[config.mk]
export PLATFORM = sky130hd
export DESIGN_NAME = icache_direct
export DESIGN_NICKNAME = d
export VERILOG_FILES = /design/src/rtl/icache_direct_pkg.sv /design/src/rtl/icache_direct_line_store.sv /design/src/rtl/icache_direct.sv
export SDC_FILE = /design/constraint.sdc
export NUM_CORES = 2
export LEC_CHECK = 0
export BUFFER_PORTS_ARGS = -buffer_cell sky130_fd_sc_hd__buf_4
export CAP_MARGIN = 0
export CORE_MARGIN = 4
export CORE_UTILIZATION = 30
export DETAILED_ROUTE_END_ITERATION = 10
export HOLD_SLACK_MARGIN = 0.12
export MAX_ROUTING_LAYER = met4
export PLACE_DENSITY = 0.46
export SYNTH_ARGS = -nofsm -noshare
export SYNTH_HDL_FRONTEND = slang
export SYNTH_HIERARCHICAL = 1
export SYNTH_SLANG_ARGS = --single-unit
[constraint.sdc]
create_clock -name clk -period 7.95 [get_ports clk]
set_input_delay 0.795 -clock clk [delete_from_list [all_inputs] [get_ports clk]]
set_output_delay 0.795 -clock clk [all_outputs]
set_load 0.02 [all_outputs]
[src/rtl/icache_direct_pkg.sv]
// Shared OpenGPU definitions used by the instruction cache: bus widths,
// cache geometry defaults and the cache controller state type.
package pkg_opengpu;

  localparam int OG_ADDR_WIDTH     = 32;
  localparam int OG_INSTR_WIDTH    = 32;
  localparam int ICACHE_NUM_LINES  = 16;
  localparam int ICACHE_LINE_WORDS = 4;

  // state         | meaning
  // IC_IDLE       | waiting for a fetch; hit/miss decided here
  // IC_REFILL     | word request outstanding on the memory bus
  // IC_REFILL_GAP | one idle bus cycle between refill words
  // IC_RESP       | core_valid pulse; return to idle next cycle
  typedef enum logic [1:0] {
    IC_IDLE,
    IC_REFILL,
    IC_REFILL_GAP,
    IC_RESP
  } icache_state_t;

endpackage

[src/rtl/icache_direct_line_store.sv]
// Tag/valid/data storage for the direct-mapped instruction cache.
// Combinational read by index, synchronous single-word write, bulk valid clear.
module icache_line_store #(
  parameter int NUM_LINES  = 16,
  parameter int LINE_WORDS = 4,
  parameter int IDX_W      = 4,
  parameter int OFF_W      = 2,
  parameter int TAG_W      = 24,
  parameter int DATA_W     = 32
) (
  input  logic              clk,
  input  logic              rst_n,
  input  logic              clear_all_i,
  input  logic [IDX_W-1:0]  rd_index_i,
  input  logic [OFF_W-1:0]  rd_word_i,
  output logic              rd_valid_o,
  output logic [TAG_W-1:0]  rd_tag_o,
  output logic [DATA_W-1:0] rd_data_o,
  input  logic              wr_en_i,
  input  logic [IDX_W-1:0]  wr_index_i,
  input  logic [OFF_W-1:0]  wr_word_i,
  input  logic [DATA_W-1:0] wr_data_i,
  input  logic              fill_en_i,
  input  logic [TAG_W-1:0]  fill_tag_i
);

  logic [NUM_LINES-1:0] valid_q;
  logic [TAG_W-1:0]     tag_q  [NUM_LINES];
  logic [DATA_W-1:0]    data_q [NUM_LINES][LINE_WORDS];

  assign rd_valid_o = valid_q[rd_index_i];
  assign rd_tag_o   = tag_q[rd_index_i];
  assign rd_data_o  = data_q[rd_index_i][rd_word_i];

  // Valid bits: cleared by reset or flush, set when a line refill completes
  always_ff @(posedge clk) begin
    if (!rst_n) begin
      valid_q <= '0;
    end else if (clear_all_i) begin
      valid_q <= '0;
    end else if (fill_en_i) begin
      valid_q[wr_index_i] <= 1'b1;
    end
  end

  // Tag and data arrays need no reset; the valid bits qualify them
  always_ff @(posedge clk) begin
    if (fill_en_i) begin
      tag_q[wr_index_i] <= fill_tag_i;
    end
    if (wr_en_i) begin
      data_q[wr_index_i][wr_word_i] <= wr_data_i;
    end
  end

endmodule

[src/rtl/icache_direct.sv]
// Direct-mapped read-only instruction cache between the core fetch port and
// the instruction memory bus. Define ICACHE_PERF_EN to add saturating
// hit/miss counters (perf_hits, perf_misses).
module icache_direct
  import pkg_opengpu::*;
#(
  parameter int ADDR_WIDTH  = OG_ADDR_WIDTH,
  parameter int INSTR_WIDTH = OG_INSTR_WIDTH,
  parameter int NUM_LINES   = ICACHE_NUM_LINES,
  parameter int LINE_WORDS  = ICACHE_LINE_WORDS
) (
  input  logic                   clk,
  input  logic                   rst_n,
  input  logic                   core_req,
  input  logic [ADDR_WIDTH-1:0]  core_addr,
  output logic [INSTR_WIDTH-1:0] core_rdata,
  output logic                   core_valid,
  input  logic                   flush,
  output logic                   mem_req,
  output logic [ADDR_WIDTH-1:0]  mem_addr,
  input  logic [INSTR_WIDTH-1:0] mem_rdata,
  input  logic                   mem_valid
`ifdef ICACHE_PERF_EN
  ,
  output logic [31:0]            perf_hits,
  output logic [31:0]            perf_misses
`endif
);

  localparam int OFF_W = $clog2(LINE_WORDS);
  localparam int IDX_W = $clog2(NUM_LINES);
  localparam int TAG_W = ADDR_WIDTH - 2 - OFF_W - IDX_W;

  icache_state_t    state_q;
  logic [IDX_W-1:0] idx_q;
  logic [TAG_W-1:0] tag_q;
  logic [OFF_W-1:0] off_q;
  logic [OFF_W-1:0] cnt_q;
  logic             flush_pend_q;

  logic [OFF_W-1:0] off_in;
  logic [IDX_W-1:0] idx_in;
  logic [TAG_W-1:0] tag_in;
  logic             unused_addr_bits;

  logic [IDX_W-1:0]       rd_index;
  logic [OFF_W-1:0]       rd_word;
  logic                   rd_valid;
  logic [TAG_W-1:0]       rd_tag;
  logic [INSTR_WIDTH-1:0] rd_data;
  logic                   wr_en;
  logic                   fill_en;
  logic                   clear_all;
  logic                   hit;

  assign off_in           = core_addr[2 +: OFF_W];
  assign idx_in           = core_addr[2 + OFF_W +: IDX_W];
  assign tag_in           = core_addr[ADDR_WIDTH-1 -: TAG_W];
  assign unused_addr_bits = ^core_addr[1:0];

  // In idle the store is looked up with the live address; afterwards the
  // latched index/offset govern so the core may change core_addr freely.
  assign rd_index = (state_q == IC_IDLE) ? idx_in : idx_q;
  assign rd_word  = (state_q == IC_IDLE) ? off_in : off_q;

  assign wr_en   = (state_q == IC_REFILL) && mem_valid;
  assign fill_en = wr_en && (cnt_q == OFF_W'(LINE_WORDS - 1));

  // A flush seen while busy is applied as the response retires, which also
  // drops the line that was just filled.
  assign clear_all = ((state_q == IC_IDLE) && flush) ||
                     ((state_q == IC_RESP) && (flush || flush_pend_q));

  assign hit = rd_valid && (rd_tag == tag_in) && !flush;

  icache_line_store #(
    .NUM_LINES  (NUM_LINES),
    .LINE_WORDS (LINE_WORDS),
    .IDX_W      (IDX_W),
    .OFF_W      (OFF_W),
    .TAG_W      (TAG_W),
    .DATA_W     (INSTR_WIDTH)
  ) u_store (
    .clk         (clk),
    .rst_n       (rst_n),
    .clear_all_i (clear_all),
    .rd_index_i  (rd_index),
    .rd_word_i   (rd_word),
    .rd_valid_o  (rd_valid),
    .rd_tag_o    (rd_tag),
    .rd_data_o   (rd_data),
    .wr_en_i     (wr_en),
    .wr_index_i  (idx_q),
    .wr_word_i   (cnt_q),
    .wr_data_i   (mem_rdata),
    .fill_en_i   (fill_en),
    .fill_tag_i  (tag_q)
  );

  // Controller FSM with registered core and memory-side outputs
  always_ff @(posedge clk) begin
    if (!rst_n) begin
      state_q      <= IC_IDLE;
      idx_q        <= '0;
      tag_q        <= '0;
      off_q        <= '0;
      cnt_q        <= '0;
      flush_pend_q <= 1'b0;
      core_valid   <= 1'b0;
      core_rdata   <= '0;
      mem_req      <= 1'b0;
      mem_addr     <= '0;
    end else begin
      unique case (state_q)
        IC_IDLE: begin
          if (core_req) begin
            if (hit) begin
              core_rdata <= rd_data;
              core_valid <= 1'b1;
              state_q    <= IC_RESP;
            end else begin
              idx_q    <= idx_in;
              tag_q    <= tag_in;
              off_q    <= off_in;
              cnt_q    <= '0;
              mem_req  <= 1'b1;
              mem_addr <= {tag_in, idx_in, {OFF_W{1'b0}}, 2'b00};
              state_q  <= IC_REFILL;
            end
          end
        end
        IC_REFILL: begin
          if (flush) flush_pend_q <= 1'b1;
          if (mem_valid) begin
            mem_req <= 1'b0;
            cnt_q   <= cnt_q + 1'b1;
            state_q <= IC_REFILL_GAP;
          end
        end
        IC_REFILL_GAP: begin
          if (flush) flush_pend_q <= 1'b1;
          // The word counter wraps to zero only after the last word.
          if (cnt_q == '0) begin
            core_rdata <= rd_data;
            core_valid <= 1'b1;
            state_q    <= IC_RESP;
          end else begin
            mem_req  <= 1'b1;
            mem_addr <= {tag_q, idx_q, cnt_q, 2'b00};
            state_q  <= IC_REFILL;
          end
        end
        IC_RESP: begin
          core_valid   <= 1'b0;
          flush_pend_q <= 1'b0;
          state_q      <= IC_IDLE;
        end
        default: state_q <= IC_IDLE;
      endcase
    end
  end

`ifdef ICACHE_PERF_EN
  // Saturating hit/miss counters, one count per idle-state decision
  always_ff @(posedge clk) begin
    if (!rst_n) begin
      perf_hits   <= '0;
      perf_misses <= '0;
    end else if ((state_q == IC_IDLE) && core_req) begin
      if (hit && (perf_hits != '1)) perf_hits <= perf_hits + 1'b1;
      if (!hit && (perf_misses != '1)) perf_misses <= perf_misses + 1'b1;
    end
  end
`endif

endmodule

==> results.json <==
{
  "status": "completed",
  "seq_area_sq_um": 75300,
  "grt_start_max_net_pins": 131,
  "slew_viol_final": 0,
  "numCtsBuffers": 286,
  "ys_types": 50,
  "rows": 208,
  "post_dp_cell_area_sq_um": 104000,
  "core-area_sq_um": 322000,
  "synth.avg_cell_area_sq_um": 21.7,
  "end_kind": "register",
  "setup_tns_ps": 0,
  "fin_util_pct": 35.3,
  "gp_congestion": 0.744,
  "syn2layout_area_growth_pct": 16.9,
  "setup_viol": 0,
  "drtIter0Drc": 3539,
  "period_minus_slack_ps": 5810,
  "rsz0062_at_grt": "false",
  "ys_seq_area_share_pct": 77.5,
  "multi_input_area_sq_um": 21100,
  "nets": 4884,
  "cts_max_level": 5,
  "tritoncts": "yes",
  "synth_enable_flop_cells": 2432,
  "worst_slack_ps": 2140,
  "hp-start": "core_addr[23]",
  "critPathMaxFanout": 62,
  "die_area_sq_um": 333000,
  "cts_resized": 0,
  "grt_use_total_pct": 16.3,
  "worstReg2RegStart": "state_q[0]",
  "grt_pass1_wl_mm": 378,
  "maxCapViolCount": 0,
  "die_w_um": 577,
  "fill_cells": 29939,
  "pin_count": 135,
  "clk_path_buf_depth": 4,
  "holdCritPathClass": "input port to register",
  "drc": 0,
  "overflow": 0,
  "routedWlPerCell_um": 28.7,
  "worst-setup-path-type": "register to register",
  "peakVddDrop_uv": 300,
  "vias_per_cell": 5.05,
  "worstPathRequired_ps": 8620,
  "slew_headroom_pct": 20.2,
  "r2r_slack_ps": 2140,
  "finalCritPeriodShare_pct": 73.1,
  "syn_area_sq_um": 97100,
  "grt_pass1_vias": 48513,
  "hold_viol_final": 0,
  "cts.sink_count": 2547,
  "drtPass1Iterations": 7,
  "io_buffers": 130,
  "cts_root_buf": "clkbuf_16",
  "yosysWarnings": 6,
  "clk_pin_slew_ps": 60,
  "p_per_area_nw_per_um2": 337,
  "clk_latency_ps": 890,
  "startpoint_type": "register",
  "num_vias": 47191,
  "async_flop_share_pct": 0,
  "drt-total-wl_mm": 268,
  "synthCells": 4471,
  "dp_slack_ps": 1950,
  "ant_nets": 0,
  "power_w": 0.0383,
  "antenna_found_initial": 8,
  "chipHeight_um": 577,
  "fmax_mhz": 172,
  "crit_start": "state_q[0]",
  "worst_slew_pin_slew_ps": 1200,
  "p_leak_nw": 35.1,
  "synth_seq_cells": 2547,
  "stdcell_area_sq_um": 114000,
  "synthFlopType": "edfxtp_1",
  "dp_hpwl_mm": 143,
  "drive_gt1_share_pct": 28.1,
  "critical_path_arrival_ps": 6480,
  "floorplan.initialDensity_pct": 30.2,
  "finClkSkew_ps": 82.7
}
Yosys cell counts, types with 11 or more instances:
library cell / instances / share of area [%]
edfxtp_1: 2432 / 75
mux4_2: 638 / 15
nand2b_1: 11 / 0.071
xnor2_1: 24 / 0.22
o21ai_1: 15 / 0.077
a22oi_1: 17 / 0.13
o22ai_1: 138 / 0.89
dfxtp_1: 115 / 2.4
o221ai_1: 33 / 0.30
o211a_1: 28 / 0.29
nor2b_1: 13 / 0.084
o21ai_0: 76 / 0.39
mux2i_1: 85 / 0.88
nor4_1: 24 / 0.15
buf_2: 88 / 0.45
a21oi_1: 46 / 0.24
buf_1: 19 / 0.073
clkbuf_1: 106 / 0.41
nor2_1: 152 / 0.59
buf_4: 38 / 0.29
nand3_1: 48 / 0.25
nand2_1: 174 / 0.67
nor3_1: 22 / 0.11
o22a_1: 24 / 0.22
inv_1: 12 / 0.046
cell families (layout without fill, tap and decap cells):
group	count (synthesis)	count (layout)	synth area share [%]
flip-flops	2547	2547	77.5
multiplexers	729	729	15.7
AND/OR/NAND/NOR	472	472	2.13
AO/OA/AOI/OAI	417	417	2.87
buffers and inverters	275	830	1.42
XOR/XNOR	24	24	0.216
adder cells (fa/ha/maj)	6	6	0.0773
other	1	13	0.00386
per-stage QoR:
stage,instances,hold WS (ps)
after detailed placement,8807,449
after floorplan,4472,426
after global placement,8807,444
after CTS,9332,122
final,9343,205
after global routing,9335,170
power by group:
| part | switching (W) | internal (W) |
|---|---|---|
| Clock | 0.00532 | 0.00767 |
| Sequential | 0.000262 | 0.0150 |
| Combinational | 0.00581 | 0.00419 |
| Total | 0.0114 | 0.0269 |
layout make-up:
type / instances / area share (%)
Timing Repair Buffer: 312 / 2.21
Multi-Input combinational cell: 1650 / 18.6
Tap cell: 4305 / 4.74
Clock buffer: 371 / 6.81
Inverter: 12 / 0.0397
Antenna cell: 11 / 0.0242
Clock inverter: 135 / 1.21
Sequential cell: 2547 / 66.4
final timing paths:
path,end,cells past startpoint
max reg2reg,core_rdata[23],12
max,core_rdata[23],12
min reg2reg,flush_pend_q,2
min,tag_q[15],3
state kept, by name, indices dropped and copies added, names as in the netlist:
signal           cells
mem_addr            30
cnt_q                2
idx_q                4
state_q              2
off_q                2
u_store/data_q    2048
flush_pend_q         1
mem_req              1
core_rdata          32
u_store/valid_q     16
core_valid           1
u_store/tag_q      384
tag_q               24
what timing repair did:
action	4_1_cts	5_1_grt
endpoints found under the hold margin	19	0
endpoints found under the setup margin	0	0
buffers inserted	0	0
hold buffers	19	0
metal layers:
metal	routed length, um	vias up	share of wire [%]	global-route usage [%]
met5	0	-	0	-
met4	6720	0	2.5	4.17
met3	11900	365	4.4	1.92
met2	132000	1191	49	26.3
met1	118000	26105	44	21.9
li1	-	19530	-	-
cells in the final DEF (no fill, tap or decap), types with 72 or more instances in the layout:
master,count
nor2_1,72
edfxtp_1,2432
nand2_1,174
o22ai_1,138
dfxtp_1,115
clkbuf_1,72
buf_4,283
nor2_4,80
o21ai_0,76
mux4_2,638
clkbuf_16,297
mux2i_1,85
worst max-delay path, cell delays in order (launching register included):
cell,delay [ps]
dfxtp_1,340
inv_1,100
ha_1,680
mux2_8,790
buf_4,400
mux4_2,560
mux4_2,570
xnor2_1,370
nand3b_1,190
nor4_4,350
nand3_1,150
a221o_4,690
mux2i_1,230
No activity file was read; power rests on OpenSTA's default activity.
